## src/rtl/vmem_wr_queue_pkg.sv

```systemverilog
// Shared configuration for the video-memory write queue.
// Holds the default sizing constants used by vmem_wr_queue and the
// memory-map constant for the video-memory region (0x2xxxxxxx), plus a
// helper that classifies a CPU address as a video-memory access.
package vmem_wr_queue_pkg;

  localparam int unsigned NCORES_DEF      = 2;
  localparam int unsigned VMEM_ADDRW_DEF  = 16;
  localparam int unsigned VMEM_WDATAW_DEF = 3;
  localparam int unsigned FIFO_DEPTH_DEF  = 4;

  // Video memory occupies the 0x2xxxxxxx window of the CPU address map.
  localparam logic [31:0] VMEM_BASE        = 32'h2000_0000;
  localparam logic [31:0] VMEM_REGION_MASK = 32'hF000_0000;

  function automatic logic is_vmem_addr(input logic [31:0] cpu_addr);
    return (cpu_addr & VMEM_REGION_MASK) == VMEM_BASE;
  endfunction

endpackage

```

## src/rtl/wrq_fifo.sv

```systemverilog
// Synchronous per-core write FIFO.
// Ports:
//   clk, rst     clock (rising edge), asynchronous active-high reset
//   push, din    enqueue request and entry; ignored while full
//   pop          dequeue request; ignored while empty
//   dout         head entry (combinational read of the head slot)
//   full, empty  status derived from count
//   count        occupancy, 0..DEPTH
// DEPTH must be a power of two (pointers wrap by natural overflow).
// Storage is not reset; only pointers and count are.
module wrq_fifo #(
  parameter int unsigned DEPTH = 4,
  parameter int unsigned WIDTH = 8
) (
  input  logic                   clk,
  input  logic                   rst,
  input  logic                   push,
  input  logic                   pop,
  input  logic [WIDTH-1:0]       din,
  output logic [WIDTH-1:0]       dout,
  output logic                   full,
  output logic                   empty,
  output logic [$clog2(DEPTH):0] count
);

  localparam int unsigned PW = $clog2(DEPTH);
  localparam int unsigned CW = PW + 1;

  logic [WIDTH-1:0] mem [DEPTH];
  logic [PW-1:0]    wr_ptr;
  logic [PW-1:0]    rd_ptr;
  logic             do_push;
  logic             do_pop;

  // Full is judged on the count at the start of the cycle, so a pop in
  // the same cycle never lets a push into a full FIFO.
  assign full    = (count == CW'(DEPTH));
  assign empty   = (count == '0);
  assign do_push = push & ~full;
  assign do_pop  = pop & ~empty;
  assign dout    = mem[rd_ptr];

  always_ff @(posedge clk or posedge rst) begin
    if (rst) begin
      wr_ptr <= '0;
      rd_ptr <= '0;
      count  <= '0;
    end else begin
      if (do_push) wr_ptr <= wr_ptr + 1'b1;
      if (do_pop)  rd_ptr <= rd_ptr + 1'b1;
      case ({do_push, do_pop})
        2'b10:   count <= count + 1'b1;
        2'b01:   count <= count - 1'b1;
        default: ;
      endcase
    end
  end

  always_ff @(posedge clk) begin
    if (do_push) mem[wr_ptr] <= din;
  end

endmodule

```

## src/rtl/vmem_wr_queue.sv

```systemverilog
// Merges pixel writes from NCORES CPU cores into the single write port of
// the video RAM. Each core has a private wrq_fifo; one non-empty FIFO is
// popped per cycle and its head is registered onto the vmem_* outputs.
// Ports:
//   clk_i, rst_i     clock (rising edge), asynchronous active-high reset
//   we_packed_i      per-core write request
//   addr_packed_i    per-core address, core i at [VMEM_ADDRW*(i+1)-1 : VMEM_ADDRW*i]
//   wdata_packed_i   per-core pixel data, same slicing
//   stall_packed_o   per-core stall (request present while that FIFO is full)
//   vmem_we_o        registered write enable to the video RAM
//   vmem_addr_o      registered write address (holds when no write)
//   vmem_wdata_o     registered write data (holds when no write)
//   idle_o           all FIFOs empty and no write on the output registers
// Build option: define VMEM_WRQ_FIXED_PRIO_EN for fixed priority (lowest
// index wins, no round-robin pointer); default is round-robin.
`ifndef NCORES
`define NCORES NCORES_DEF
`endif
`ifndef VMEM_ADDRW
`define VMEM_ADDRW VMEM_ADDRW_DEF
`endif

module vmem_wr_queue
  import vmem_wr_queue_pkg::*;
#(
  parameter int unsigned NCORES      = `NCORES,
  parameter int unsigned VMEM_ADDRW  = `VMEM_ADDRW,
  parameter int unsigned VMEM_WDATAW = VMEM_WDATAW_DEF,
  parameter int unsigned FIFO_DEPTH  = FIFO_DEPTH_DEF
) (
  input  logic                          clk_i,
  input  logic                          rst_i,
  input  logic [NCORES-1:0]             we_packed_i,
  input  logic [VMEM_ADDRW*NCORES-1:0]  addr_packed_i,
  input  logic [VMEM_WDATAW*NCORES-1:0] wdata_packed_i,
  output logic [NCORES-1:0]             stall_packed_o,
  output logic                          vmem_we_o,
  output logic [VMEM_ADDRW-1:0]         vmem_addr_o,
  output logic [VMEM_WDATAW-1:0]        vmem_wdata_o,
  output logic                          idle_o
);

  localparam int unsigned IDXW = (NCORES > 1) ? $clog2(NCORES) : 1;
  localparam int unsigned CNTW = $clog2(FIFO_DEPTH) + 1;
  localparam int unsigned EW   = VMEM_ADDRW + VMEM_WDATAW;

  logic [NCORES-1:0] full;
  logic [NCORES-1:0] empty;
  logic [NCORES-1:0] pop;
  logic [NCORES-1:0] cnt_zero;
  logic [EW-1:0]     head [NCORES];
  logic              grant_valid;
  logic [IDXW-1:0]   grant_idx;
  logic [IDXW-1:0]   cand;

  for (genvar i = 0; i < NCORES; i++) begin : g_fifo
    logic [CNTW-1:0] count;

    wrq_fifo #(
      .DEPTH (FIFO_DEPTH),
      .WIDTH (EW)
    ) u_fifo (
      .clk   (clk_i),
      .rst   (rst_i),
      .push  (we_packed_i[i]),
      .pop   (pop[i]),
      .din   ({addr_packed_i[VMEM_ADDRW*i +: VMEM_ADDRW],
               wdata_packed_i[VMEM_WDATAW*i +: VMEM_WDATAW]}),
      .dout  (head[i]),
      .full  (full[i]),
      .empty (empty[i]),
      .count (count)
    );

    assign cnt_zero[i] = (count == '0);
    assign pop[i]      = grant_valid && (grant_idx == IDXW'(i));
  end

  assign stall_packed_o = we_packed_i & full;
  assign idle_o         = (&cnt_zero) & ~vmem_we_o;

`ifdef VMEM_WRQ_FIXED_PRIO_EN
  always_comb begin
    grant_valid = 1'b0;
    grant_idx   = '0;
    cand        = '0;
    for (int unsigned k = 0; k < NCORES; k++) begin
      cand = IDXW'(k);
      if (!grant_valid && !empty[cand]) begin
        grant_valid = 1'b1;
        grant_idx   = cand;
      end
    end
  end
`else
  logic [IDXW-1:0] rr_ptr;

  // Scan cores starting at rr_ptr; first non-empty one wins.
  always_comb begin
    grant_valid = 1'b0;
    grant_idx   = '0;
    cand        = '0;
    for (int unsigned k = 0; k < NCORES; k++) begin
      cand = IDXW'((32'(rr_ptr) + k) % NCORES);
      if (!grant_valid && !empty[cand]) begin
        grant_valid = 1'b1;
        grant_idx   = cand;
      end
    end
  end

  always_ff @(posedge clk_i or posedge rst_i) begin
    if (rst_i) begin
      rr_ptr <= '0;
    end else if (grant_valid) begin
      rr_ptr <= (32'(grant_idx) == NCORES - 1) ? '0 : grant_idx + 1'b1;
    end
  end
`endif

  always_ff @(posedge clk_i or posedge rst_i) begin
    if (rst_i) begin
      vmem_we_o    <= 1'b0;
      vmem_addr_o  <= '0;
      vmem_wdata_o <= '0;
    end else begin
      vmem_we_o <= grant_valid;
      if (grant_valid) {vmem_addr_o, vmem_wdata_o} <= head[grant_idx];
    end
  end

endmodule

```

## config.mk

```make
export PLATFORM = sky130hd
export DESIGN_NAME = vmem_wr_queue
export DESIGN_NICKNAME = d
export VERILOG_FILES = /design/src/rtl/vmem_wr_queue_pkg.sv /design/src/rtl/wrq_fifo.sv /design/src/rtl/vmem_wr_queue.sv
export SDC_FILE = /design/constraint.sdc
export NUM_CORES = 1
export LEC_CHECK = 0
export CORE_ASPECT_RATIO = 0.75
export CORE_MARGIN = 3
export CORE_UTILIZATION = 60
export DETAILED_ROUTE_END_ITERATION = 6
export GPL_TIMING_DRIVEN = 0
export PLACE_DENSITY_LB_ADDON = 0.15
export SLEW_MARGIN = 5
export SYNTH_ARGS = -nofsm -noshare
export SYNTH_HDL_FRONTEND = slang
export SYNTH_SLANG_ARGS = --single-unit
```

## constraint.sdc

```tcl
create_clock -name clk_i -period 4.93 [get_ports clk_i]
set_input_delay 0.7395 -clock clk_i [delete_from_list [all_inputs] [get_ports clk_i]]
set_output_delay 0.7395 -clock clk_i [all_outputs]
set_load 0.005 [all_outputs]
```

# After elaboration in Yosys (flattened, before gate mapping)
# Memories as Yosys holds them, arrays and structs flattened.
# Cells that the tools add are included.
[totals]
regBits = 35
ram_bits = 152
out_inout_bits = 23
word_cells = 71
n_memories = 2
[mem_list]
columns = ["name", "words", "word_bits", "read_ports", "rd_clocked_by_memory_dff", "write_ports", "line", "rtl"]
rows = [
  ["g_fifo[0].u_fifo.mem", 4, 19, 1, 0, 1, "wrq_fifo.sv:29", "logic [WIDTH-1:0] mem [DEPTH];"],
  ["g_fifo[1].u_fifo.mem", 4, 19, 1, 0, 1, "wrq_fifo.sv:29", ""],
]
[classes]
add_sub_neg = 10
magnitude_cmp = 3
eq_ne = 6
muxes = 18
bitwise = 13
reduce_logical = 9
[ops]
columns = ["op", "count"]
rows = [
  ["$mux 19", 3],
  ["$mux 1", 13],
  ["$pmux 3 s2", 2],
  ["$add 2x1->2 const B", 4],
  ["$add 3x1->3 const B", 2],
  ["$eq 3x3->1 const B", 2],
  ["$logic_not 3->1", 2],
  ["$not 1->1", 6],
  ["$sub 3x1->3 const B", 2],
  ["$and 1x1->1", 5],
  ["$eq 2x1->1 const B", 2],
  ["$eq 2x2->1 const B", 2],
  ["$lt 1x2->1 const B", 2],
  ["$reduce_bool 2->1", 2],
  ["$logic_and 1x1->1", 3],
  ["$add 1x1->1 const B", 2],
  ["$and 2x2->2", 1],
  ["$ge 2x2->1 const B", 1],
  ["$not 1->2", 1],
  ["$reduce_and 2->1", 1],
  ["$logic_not 1->1", 1],
]

# Logic depth before layout (Yosys ltp)
# Gate-level depths: netlist of the first run.
[depth]
depth_word = 11
mapped_depth = 10
mapped_depth_nobuf = 9

# Modules after synthesis
# A second synthesis of the first run with hierarchy kept.
[hier_totals]
cells_unflattened = 373
area_unflattened_um2 = 7518.5
[modules_own_cells]
columns = ["module", "n_inst", "cells_per_inst", "area_each_um2", "seq_area_each_um2"]
rows = [
  ["wrq_fifo", 2, 137, 3189.3, 2457.4],
  ["vmem_wr_queue", 1, 99, 1139.8, 525.5],
]

# Worst setup path before layout of the first run
# Ideal clock, no wire load.
[synth_timing]
kind = "reg-to-reg"
start = "register g_fifo[1].u_fifo.count[0]"
end = "register g_fifo[0].u_fifo.count[2]"
arrival_time_ns = 2.033
required_ns = 4.851
slack_ns = 2.818
path_stages_with_launch = 11
n_path_buf = 2
path_cell_list = "dfrtp_1 > buf_2 > o31a_1 > buf_2 > nor2_2 > ha_1 > inv_1 > fa_1 > xor2_1 > nor2_1 > xor2_1"
[synth_between]
elab_chain_len = 11
elab_cells_between_ends = 18
[synth_lines]
columns = ["item", "line", "rtl"]
rows = [
  ["from (decl)", "wrq_fifo.sv:23", "output logic [$clog2(DEPTH):0] count"],
  ["from (signal assigned)", "wrq_fifo.sv:52", "2'b10: count <= count + 1'b1;"],
  ["from (signal assigned)", "wrq_fifo.sv:53", "2'b01: count <= count - 1'b1;"],
  ["$logic_not 3->1 (*)", "wrq_fifo.sv:38", "assign empty = (count == '0);"],
  ["$mux 1 (not written as such) (2 in series)", "vmem_wr_queue.sv:105", "if (!grant_valid && !empty[cand]) begin"],
  ["$logic_not 1->1", "vmem_wr_queue.sv:105", ""],
  ["$logic_and 1x1->1", "vmem_wr_queue.sv:105", ""],
  ["$mux 1", "vmem_wr_queue.sv:105", ""],
  ["$not 1->1", "vmem_wr_queue.sv:76", "assign pop[i] = grant_valid && (grant_idx == IDXW'(i));"],
  ["$logic_and 1x1->1 (*)", "vmem_wr_queue.sv:76", ""],
  ["$and 1x1->1 (*)", "wrq_fifo.sv:40", "assign do_pop = pop & ~empty;"],
  ["named net g_fifo[0].u_fifo.do_pop", "wrq_fifo.sv:33", "logic do_pop;"],
  ["$eq 2x1->1 / $eq 2x2->1 (equally long branches)", "wrq_fifo.sv:51", "case ({do_push, do_pop})"],
  ["$pmux 3 s2 / $reduce_bool 2->1 (equally long branches)", "-", ""],
  ["to (signal assigned)", "wrq_fifo.sv:52", ""],
  ["to (signal assigned)", "wrq_fifo.sv:53", ""],
  ["to (decl)", "wrq_fifo.sv:23", ""],
]
# The timed path passes the listed nets; every way through them passes the cells marked *. The select of a mux whose other input is x is not followed.
# A chain may end at the register's enable or synchronous reset.

# Worst setup path in the final report of the first run
[layout_timing]
start = "register g_fifo[0].u_fifo.count[2]"
end = "output port idle_o"
[layout_between]
elab_chain_len = 3
[layout_lines]
columns = ["item", "line", "rtl"]
rows = [
  ["$logic_not 3->1", "vmem_wr_queue.sv:75", "assign cnt_zero[i] = (count == '0);"],
  ["$reduce_and 2->1", "vmem_wr_queue.sv:80", "assign idle_o = (&cnt_zero) & ~vmem_we_o;"],
  ["$and 1x1->1", "vmem_wr_queue.sv:80", ""],
  ["to (decl)", "vmem_wr_queue.sv:40", "output logic idle_o"],
]
# No other way between the ends.

==> impl_metrics.json, run 1 <==
{
  "path_cells": "nor3_2 -> buf_2 -> nand2_1 -> nor2_1 -> clkdlybuf4s50_1",
  "rows": 34,
  "synth_compound_area_frac": 0.0293,
  "regArea_um2": 5440,
  "cts_tree": "done",
  "powerDensity_nw_per_um2": 624,
  "synthesis.nets": 450,
  "cts-root-buf": "clkbuf_16",
  "critPathMaxFanout": 10,
  "grt_max_degree": 36,
  "finalCritPeriodShare": 0.637,
  "tns_ns": 0,
  "async_flop_share": 0.187,
  "hold_violations": 0,
  "synth_top_family_by_area": "multiplexers",
  "hpwl_um": 9190,
  "whs_ns": 0.550,
  "netlist.area_leader.share": 0.615,
  "fin_nets": 533,
  "slew_headroom": 0.297,
  "tightestPinTransition_ns": 1.05,
  "htreeDepth": 4,
  "track_usage": 0.222,
  "power_w": 0.00551,
  "die_w_um": 134,
  "port_buffers": 64,
  "initial_core_util": 0.628,
  "cts_buffer_depth": 2,
  "grt_pass1_wl_um": 22600,
  "synth_area_um2": 7430,
  "dieHeight_um": 102,
  "gp_congestion": 0.815,
  "insertion_delay_ns": 0.42,
  "ys_warn_count": 0,
  "synth_ff_type": "edfxtp_1",
  "synthTopCellsByArea": "edfxtp_1 61%, dfrtp_1 12%, mux4_2 11%",
  "area_growth_pct": 18.9,
  "avgSynthCellArea_um2": 18.8,
  "worstPathRequired_ns": 4.19,
  "critPathBufInv": 2,
  "drt_iter0_drc": 315,
  "worstPathArrival_ns": 2.40,
  "synthXorXnorAreaFrac": 0.0142,
  "antenna_cells": 0,
  "synth_common_cells": "152 x edfxtp_1, 58 x nand3_1, 37 x mux4_2",
  "synth-edff-count": 152,
  "cts.sinks": 187,
  "worstSetupPathType": "flip-flop to primary output",
  "avgRoutedWirePerCell_um": 21.4,
  "synth_cell_types": 32,
  "finalSetupViolCount": 0,
  "core_area_um2": 11800,
  "status": "finished, final reports clean",
  "place_area_um2": 8270,
  "muxShareOfSynthArea": 0.121,
  "slowest_delay_ns": 0.52,
  "yosys.area_share.simple": 0.0563,
  "fin_cells": 654,
  "grt_pass1_vias": 4172,
  "holdBufCountCts": 0,
  "viasPerCell": 6.11,
  "finalClockSkew_ns": 0.00711,
  "seq_area_frac_synth": 0.732,
  "nFillCells": 706,
  "crit_path_top_delay_cell": "clkdlybuf4s50_1",
  "final_layout_size_suffix_gt1_frac": 0.177,
  "postCtsSetupBuffers": 0,
  "cts_buffers": 17,
  "grt_setup_unrepaired": "false",
  "antenna_found_initial": 0,
  "hold_class": "flip-flop to flip-flop",
  "post_cts_resized": 0,
  "fmax_mhz": 319,
  "period_minus_slack_ns": 3.14,
  "cp_top_family": "buffers and inverters",
  "critPathCaptureType": "primary output",
  "clk_pin_slew_ns": 0.07,
  "grt.overflow.total": 0,
  "synth_fa_ha_area_frac": 0.0222,
  "antenna_left": 0,
  "routed-via-count": 3997,
  "place_inst": 622,
  "drv.max_cap_violation_count": 0,
  "drt-total-wl_um": 14000,
  "multiInputGateArea_um2": 1810,
  "leakagePower_nw": 3.08,
  "syn_inst": 396,
  "ios": 65,
  "fin_area_um2": 8830,
  "ys_ff_latch": 187,
  "drc_errors": 0,
  "critical_path.startpoint_type": "flip-flop",
  "die_area_um2": 13800,
  "maxSlewViolCount": 0,
  "dr.pass1.iters": 5,
  "yosys.cell_count.top_type": "edfxtp_1",
  "ir_drop_mv": 0.478,
  "yosys.area.top_type": "edfxtp_1"
}
## cell type report
type | count | area share
plain buffers | 23 | 0.0143
clock buffers | 19 | 0.0501
clock inverters | 13 | 0.0135
inverters | 14 | 0.00595
multi-input cells | 172 | 0.205
flip-flops and latches | 187 | 0.616
well taps | 162 | 0.0229
repair buffers | 64 | 0.0725
## layer usage
layer,global-route usage,wire length [um]
met5,0,0
met4,0.0728,218
met3,0.0468,840
met2,0.359,7020
met1,0.312,5890
## logic make-up after synthesis
family	after synthesis
DFF	187
and+or+nand+nor	80
muxes	42
buffers and inverters	37
AOI/OAI and AO/OA	26
xor gates and xnor gates	12
adders and majority gates	12
## where the power goes
group | internal (W) | total, W | switching (W)
Clock | 0.000713 | 0.00129 | 0.000581
Combinational | 0.000873 | 0.00186 | 0.000986
Sequential | 0.00216 | 0.00236 | 0.000196
## flip-flops by register name, indices dropped and copies added, names as in the netlist
| name | count |
|---|---|
| g_fifo.u_fifo.count | 6 |
| rr_ptr | 1 |
| vmem_we_o | 1 |
| vmem_wdata_o | 3 |
| g_fifo.u_fifo.mem | 152 |
| g_fifo.u_fifo.rd_ptr | 4 |
| vmem_addr_o | 16 |
| g_fifo.u_fifo.wr_ptr | 4 |
## placed cells by master (no fill, tap or decap), types with 2 or more instances in the layout
master / Yosys / layout
fa_1: 2 / 2
a32oi_1: 19 / 19
ha_1: 10 / 10
nor2_1: 6 / 6
clkdlybuf4s50_1: 0 / 64
clkinvlp_4: 0 / 4
mux2i_1: 2 / 2
xor2_1: 5 / 5
mux2_2: 2 / 2
inv_6: 0 / 3
clkinv_4: 0 / 2
mux4_2: 37 / 37
and3_1: 2 / 2
clkbuf_16: 0 / 17
a21boi_1: 2 / 2
and2_1: 8 / 8
clkinv_2: 0 / 3
nand3_1: 58 / 58
clkbuf_1: 10 / 11
inv_1: 14 / 13
buf_4: 2 / 2
xnor2_1: 7 / 7
dfrtp_1: 35 / 35
buf_2: 8 / 8
buf_6: 3 / 3
edfxtp_1: 152 / 152
## per-stage QoR
| stage | setup slack, ns | utilization |
|---|---|---|
| 2_1_floorplan | 2.82 | - |
| 3_3_place_gp | 2.00 | 0.699 |
| 3_5_place_dp | 1.95 | 0.699 |
| 4_1_cts | 1.78 | 0.747 |
| 5_1_grt | 1.68 | 0.747 |
| 6_report | 1.79 | 0.747 |
## worst register-to-register path, cell delays in order (launching register included)
cell,delay (ns)
dfrtp_1,0.35
buf_2,0.16
o31a_1,0.32
buf_2,0.20
nor2_2,0.17
ha_1,0.21
inv_1,0.07
fa_1,0.38
xor2_1,0.15
nor2_1,0.11
xor2_1,0.15
## path summary, 6_finish.rpt
kind | startpoint | end | slack (ns) | cells after the start
worst max-delay path | g_fifo[0].u_fifo.count[2]$_DFFE_PP0P_ | idle_o | 1.79 | 5
worst max register to register | g_fifo[1].u_fifo.count[0]$_DFFE_PP0P_ | g_fifo[0].u_fifo.count[2]$_DFFE_PP0P_ | 2.59 | 10
max in group asynchronous | rst_i | vmem_addr_o[7]$_DFFE_PP0N_ | 3.64 | 2
worst min register to register | vmem_addr_o[3]$_DFFE_PP0N_ | vmem_addr_o[3]$_DFFE_PP0N_ | 0.55 | 2
min in group asynchronous | rst_i | g_fifo[0].u_fifo.wr_ptr[0]$_DFFE_PP0P_ | 0.79 | 2
worst min-delay path | vmem_addr_o[3]$_DFFE_PP0N_ | vmem_addr_o[3]$_DFFE_PP0N_ | 0.55 | 2
Power figures use the tool's default switching activity.
==> run 2, diff against run 1 <==
--- a/config.mk
+++ b/config.mk
@@ -7,7 +7,7 @@
 export LEC_CHECK = 0
 export CORE_ASPECT_RATIO = 0.75
 export CORE_MARGIN = 3
-export CORE_UTILIZATION = 60
+export CORE_UTILIZATION = 52
 export DETAILED_ROUTE_END_ITERATION = 6
 export GPL_TIMING_DRIVEN = 0
 export PLACE_DENSITY_LB_ADDON = 0.15
==> constraint.sdc (replaced) <==
create_clock -name clk_i -period 2.5 [get_ports clk_i]
set_input_delay 0.375 -clock clk_i [delete_from_list [all_inputs] [get_ports clk_i]]
set_output_delay 0.375 -clock clk_i [all_outputs]
set_load 0.005 [all_outputs]
==> run 2 against run 1 <==
  * Total power rose by 100%
  * Non-clock buffer count grew 2
  * Final cell count is 2.3% higher
  * First-iteration DRC count shrank 8.9%
  * Highest routed layer unchanged
==> impl_metrics.json, run 2 (synthesis gave the netlist of run 1 again) <==
{
  "gp_congestion": 0.797,
  "slowest_delay_ns": 0.51,
  "drt-total-wl_um": 13900,
  "port_buffers": 64,
  "place_area_um2": 8290,
  "top_register": "g_fifo.u_fifo.mem",
  "cts.sinks": 187,
  "drv.max_cap_violation_count": 0,
  "die_w_um": 144,
  "maxSlewViolCount": 0,
  "fin_area_um2": 8930,
  "initial_core_util": 0.537,
  "grt.overflow.total": 0,
  "ir_drop_mv": 0.718,
  "finalCritPeriodShare": 0.963,
  "viasPerCell": 5.82,
  "worstSetupPathType": "flip-flop to primary output",
  "clk_pin_slew_ns": 0.07,
  "drt_iter0_drc": 287,
  "hold_class": "input port to asynchronous set/reset pin",
  "crit_path_top_delay_cell": "clkdlybuf4s50_1",
  "routed-via-count": 3893,
  "finalSetupViolCount": 0,
  "avgRoutedWirePerCell_um": 20.8,
  "grt_pass1_vias": 3963,
  "largest_reg_flops": 152,
  "antenna_cells": 0,
  "dr.pass1.iters": 5,
  "drc_errors": 0,
  "antenna_left": 0,
  "dieHeight_um": 110,
  "fin_nets": 535,
  "finalClockSkew_ns": 0.0142,
  "critPathMaxFanout": 10,
  "cts_tree": "done",
  "leakagePower_nw": 3.11,
  "whs_ns": 0.410,
  "ios": 65,
  "critPathCaptureType": "primary output",
  "grt_setup_unrepaired": "false",
  "powerDensity_nw_per_um2": 1240,
  "slew_headroom": 0.283,
  "area_growth_pct": 20.3,
  "worstPathArrival_ns": 2.03,
  "cp_top_family": "buffers and inverters",
  "rows": 37,
  "critPathBufInv": 2,
  "top_regs": "g_fifo.u_fifo.mem (152), vmem_addr_o (16), g_fifo.u_fifo.count (6)",
  "layout_commonest_cell": "edfxtp_1",
  "worstPathRequired_ns": 2.12,
  "critical_path.startpoint_type": "flip-flop",
  "mostFrequentLayoutCells": "152 x edfxtp_1, 64 x clkdlybuf4s50_1, 58 x nand3_1",
  "cts_buffers": 17,
  "grt_pass1_wl_um": 21800,
  "tightestPinTransition_ns": 1.08,
  "hpwl_um": 9090,
  "fmax_mhz": 415,
  "die_area_um2": 15800,
  "grt_max_degree": 36,
  "core_area_um2": 13800,
  "final_layout_size_suffix_gt1_frac": 0.188,
  "path_cells": "nor3_4 -> buf_4 -> nand2_1 -> nor2_1 -> clkdlybuf4s50_1",
  "track_usage": 0.191,
  "htreeDepth": 4,
  "post-route-util": 0.645,
  "antenna_found_initial": 0,
  "power_w": 0.0111,
  "status": "finished, final reports clean",
  "holdBufCountCts": 0,
  "cts_buffer_depth": 2,
  "hold_violations": 0,
  "period_minus_slack_ns": 2.41,
  "insertion_delay_ns": 0.43,
  "cts-root-buf": "clkbuf_16"
}
run 2: cell count changes in the layout (fill, tap and decap cells not counted), sizes merged:
| cell | change |
|---|---|
| buf | +2 |
| bufinv | +2 |
| inv | -2 |
| clkbuf | -1 |
| clkinvlp | +1 |
run 2: repair_timing:
action,in CTS,in global routing
resized for setup,4,5
buffers inserted,2,0
gates cloned,0,0
endpoints found under the setup margin,1,23
pin swaps,1,1
run 2: where the power goes:
part	switching (W)	internal [W]
sequential	0.000374	0.00425
combinational	0.00199	0.00176
clock	0.00112	0.00157
total	0.00348	0.00759
run 2: worst register-to-register path, stage by stage (launching register included):
cell	delay [ns]
dfrtp_1	0.45
nor2_1	0.12
a21boi_1	0.43
and2_1	0.92
run 2: through the flow:
stage,setup WS (ns),instances,setup TNS [ns]
floorplan,0.388,396,0
global placement,-0.0897,635,-11.05
detailed placement,-0.143,635,-14.18
CTS,0.0481,669,0
global route,0.00495,669,0
finish,0.0928,669,0
run 2: routing by layer:
metal	part of all wire	vias up	track usage
met1	0.44	2024	0.274
met4	0.011	0	0.0665
met3	0.055	10	0.0457
met2	0.49	103	0.291
li1	-	1756	-
met5	0	-	0
run 2: layout make-up:
type / instances / area (um2)
buffer: 23 / 131
clock buffer: 18 / 429
clock inverter: 14 / 173
fill: 945 / 4910
inverter: 14 / 52.6
multi-input combinational: 172 / 1830
sequential: 187 / 5440
tap: 175 / 219
timing repair buffer: 66 / 656
run 2: path summary, 6_finish.rpt:
kind	startpoint	to	slack [ns]	cells after the start
worst max-delay path	g_fifo[0].u_fifo.count[0]$_DFFE_PP0P_	idle_o	0.09	5
worst min-delay path	rst_i	g_fifo[0].u_fifo.wr_ptr[1]$_DFFE_PP0P_	0.41	2
worst max register to register	g_fifo[0].u_fifo.count[0]$_DFFE_PP0P_	g_fifo[0].u_fifo.mem[3][4]$_DFFE_PP_	0.18	3
worst min register to register	vmem_addr_o[2]$_DFFE_PP0N_	vmem_addr_o[2]$_DFFE_PP0N_	0.55	2
max in group asynchronous	rst_i	vmem_wdata_o[1]$_DFFE_PP0N_	1.57	2
min in group clk_i	vmem_addr_o[2]$_DFFE_PP0N_	vmem_addr_o[2]$_DFFE_PP0N_	0.55	2
==> run 3, diff against run 2 <==
--- a/config.mk
+++ b/config.mk
@@ -5,6 +5,7 @@
 export SDC_FILE = /design/constraint.sdc
 export NUM_CORES = 1
 export LEC_CHECK = 0
+export CAP_MARGIN = 20
 export CORE_ASPECT_RATIO = 0.75
 export CORE_MARGIN = 3
 export CORE_UTILIZATION = 52
==> run 3 against run 2 <==
  * Utilization grew 0.099 points
  * Routed wire length shrank 0.38%
  * Global-route usage is the same
  * Register-to-register slack gained 0.03 ns
  * Final area grew 0.15%
  * Sequential share of layout area shrank 0.094 points
  * Non-clock buffer count grew 1
  * Final cell count grew 0.15%
  * Sequential cell count is the same
  * Clock skew shrank 0.0082 ns
  * Total power grew 0.14%
  * Setup slack lost 0.0082 ns
  * Largest cell class unchanged
==> impl_metrics.json, run 3 (synthesis gave the netlist of run 1 again) <==
{
  "mostFrequentLayoutCells": "152 x edfxtp_1, 64 x clkdlybuf4s50_1, 58 x nand3_1",
  "cts.sinks": 187,
  "dr.pass1.iters": 4,
  "antenna_cells": 0,
  "grt_pass1_vias": 3963,
  "fmax_mhz": 414,
  "r2r_end": "g_fifo[1].u_fifo.mem[3][2]$_DFFE_PP_",
  "port_buffers": 64,
  "powerDensity_nw_per_um2": 1240,
  "drt_iter0_drc": 289,
  "die_area_um2": 15800,
  "maxSlewViolCount": 0,
  "critical_path.startpoint_type": "flip-flop",
  "critPathMaxFanout": 10,
  "post-route-util": 0.646,
  "r2r_start": "g_fifo[1].u_fifo.count[0]$_DFFE_PP0P_",
  "grt_max_degree": 36,
  "power_w": 0.0111,
  "gp_congestion": 0.797,
  "cts-root-buf": "clkbuf_16",
  "drc_errors": 0,
  "antenna_left": 0,
  "final_layout_size_suffix_gt1_frac": 0.188,
  "ff2ff_path_depth": 4,
  "rows": 37,
  "top_register": "g_fifo.u_fifo.mem",
  "multiInputGateArea_um2": 1830,
  "avgRoutedWirePerCell_um": 20.7,
  "top_regs": "g_fifo.u_fifo.mem (152), vmem_addr_o (16), g_fifo.u_fifo.count (6)",
  "core_area_um2": 13800,
  "fin_area_um2": 8950,
  "htreeDepth": 4,
  "largest_reg_flops": 152,
  "initial_core_util": 0.537,
  "cts_buffers": 17,
  "worstSetupPathType": "flip-flop to primary output",
  "cts_buffer_depth": 2,
  "hpwl_um": 9090,
  "grt.overflow.total": 0,
  "drv.max_cap_violation_count": 0,
  "nFillCells": 944,
  "ir_drop_mv": 0.719,
  "drt-total-wl_um": 13900,
  "area_growth_pct": 20.5,
  "worst_slack_ns": 0.0846,
  "fin_nets": 536,
  "layout_commonest_cell": "edfxtp_1",
  "finalClockSkew_ns": 0.00606,
  "insertion_delay_ns": 0.42,
  "tightestPinTransition_ns": 1.06,
  "holdBufCountCts": 0,
  "worstPathArrival_ns": 2.04,
  "dieHeight_um": 110,
  "critPathCaptureType": "primary output",
  "viasPerCell": 5.86,
  "pre_cts_slack_ns": -0.143,
  "cts_tree": "done",
  "status": "finished, final reports clean",
  "clk_pin_slew_ns": 0.07,
  "whs_ns": 0.415,
  "slew_headroom": 0.294,
  "finalSetupViolCount": 0,
  "hold_violations": 0,
  "routed-via-count": 3927,
  "place_area_um2": 8290,
  "finalCritPeriodShare": 0.966,
  "r2r_setup_slack_ns": 0.21,
  "period_minus_slack_ns": 2.42,
  "grt_setup_unrepaired": "false",
  "die_w_um": 144,
  "worstPathRequired_ns": 2.12,
  "hold_class": "input port to asynchronous set/reset pin",
  "grt_pass1_wl_um": 21800,
  "track_usage": 0.191,
  "antenna_found_initial": 0,
  "regArea_um2": 5440,
  "leakagePower_nw": 3.12,
  "ios": 65
}
[run 3: per-layer routing]
metal  track usage  wire, um  up-vias
li1              -         -     1762
met5             0         0        -
met1         0.274      6240     2036
met2         0.291      6710      116
met4        0.0665       191        0
met3        0.0457       736       13
[run 3: report_power, final]
part | internal [W] | switching (W) | total (W)
Combinational | 0.00177 | 0.00200 | 0.00377
Clock | 0.00157 | 0.00112 | 0.00269
Sequential | 0.00425 | 0.000372 | 0.00463
[run 3: timing repair]
| item | in CTS | in global routing |
|---|---|---|
| pin swaps | 1 | 1 |
| gates resized for setup | 4 | 4 |
| endpoints found under the setup margin | 1 | 4 |
| setup buffers | 2 | 0 |
[run 3: final cells by class]
type                    instances  area share
clock inverters                14      0.0193
well taps                     175      0.0245
inverters                      14     0.00587
multi-input cells             172       0.205
flip-flops and latches        187       0.608
plain buffers                  23      0.0147
repair buffers                 67      0.0749
clock buffers                  18      0.0480
[run 3: metrics by stage]
step                      TNS (ns)  cells
final                            0    670
after global routing             0    670
after CTS                        0    669
after detailed placement    -14.18    635
after global placement      -11.05    635
after floorplan                  0    396
[run 3: critical path, stage by stage, from the launching register on]
cell,delay (ns)
dfrtp_1,0.45
nor3_4,0.21
buf_4,0.22
nand2_1,0.11
nor2_1,0.12
clkdlybuf4s50_1,0.51
[run 3: worst max-delay path by stage]
stage	from	cells after the start	slack, ns	to
after floorplan	g_fifo[1].u_fifo.count[0]$_DFFE_PP0P_	10	0.39	g_fifo[0].u_fifo.count[2]$_DFFE_PP0P_
after global placement	we_packed_i[0]	3	-0.09	g_fifo[0].u_fifo.mem[0][3]$_DFFE_PP_
after detailed placement	we_packed_i[0]	3	-0.14	g_fifo[0].u_fifo.mem[3][3]$_DFFE_PP_
after CTS	g_fifo[1].u_fifo.count[0]$_DFFE_PP0P_	6	0.05	idle_o
after global routing	g_fifo[0].u_fifo.count[0]$_DFFE_PP0P_	3	0.005	g_fifo[0].u_fifo.mem[3][4]$_DFFE_PP_
final	g_fifo[0].u_fifo.count[0]$_DFFE_PP0P_	5	0.08	idle_o
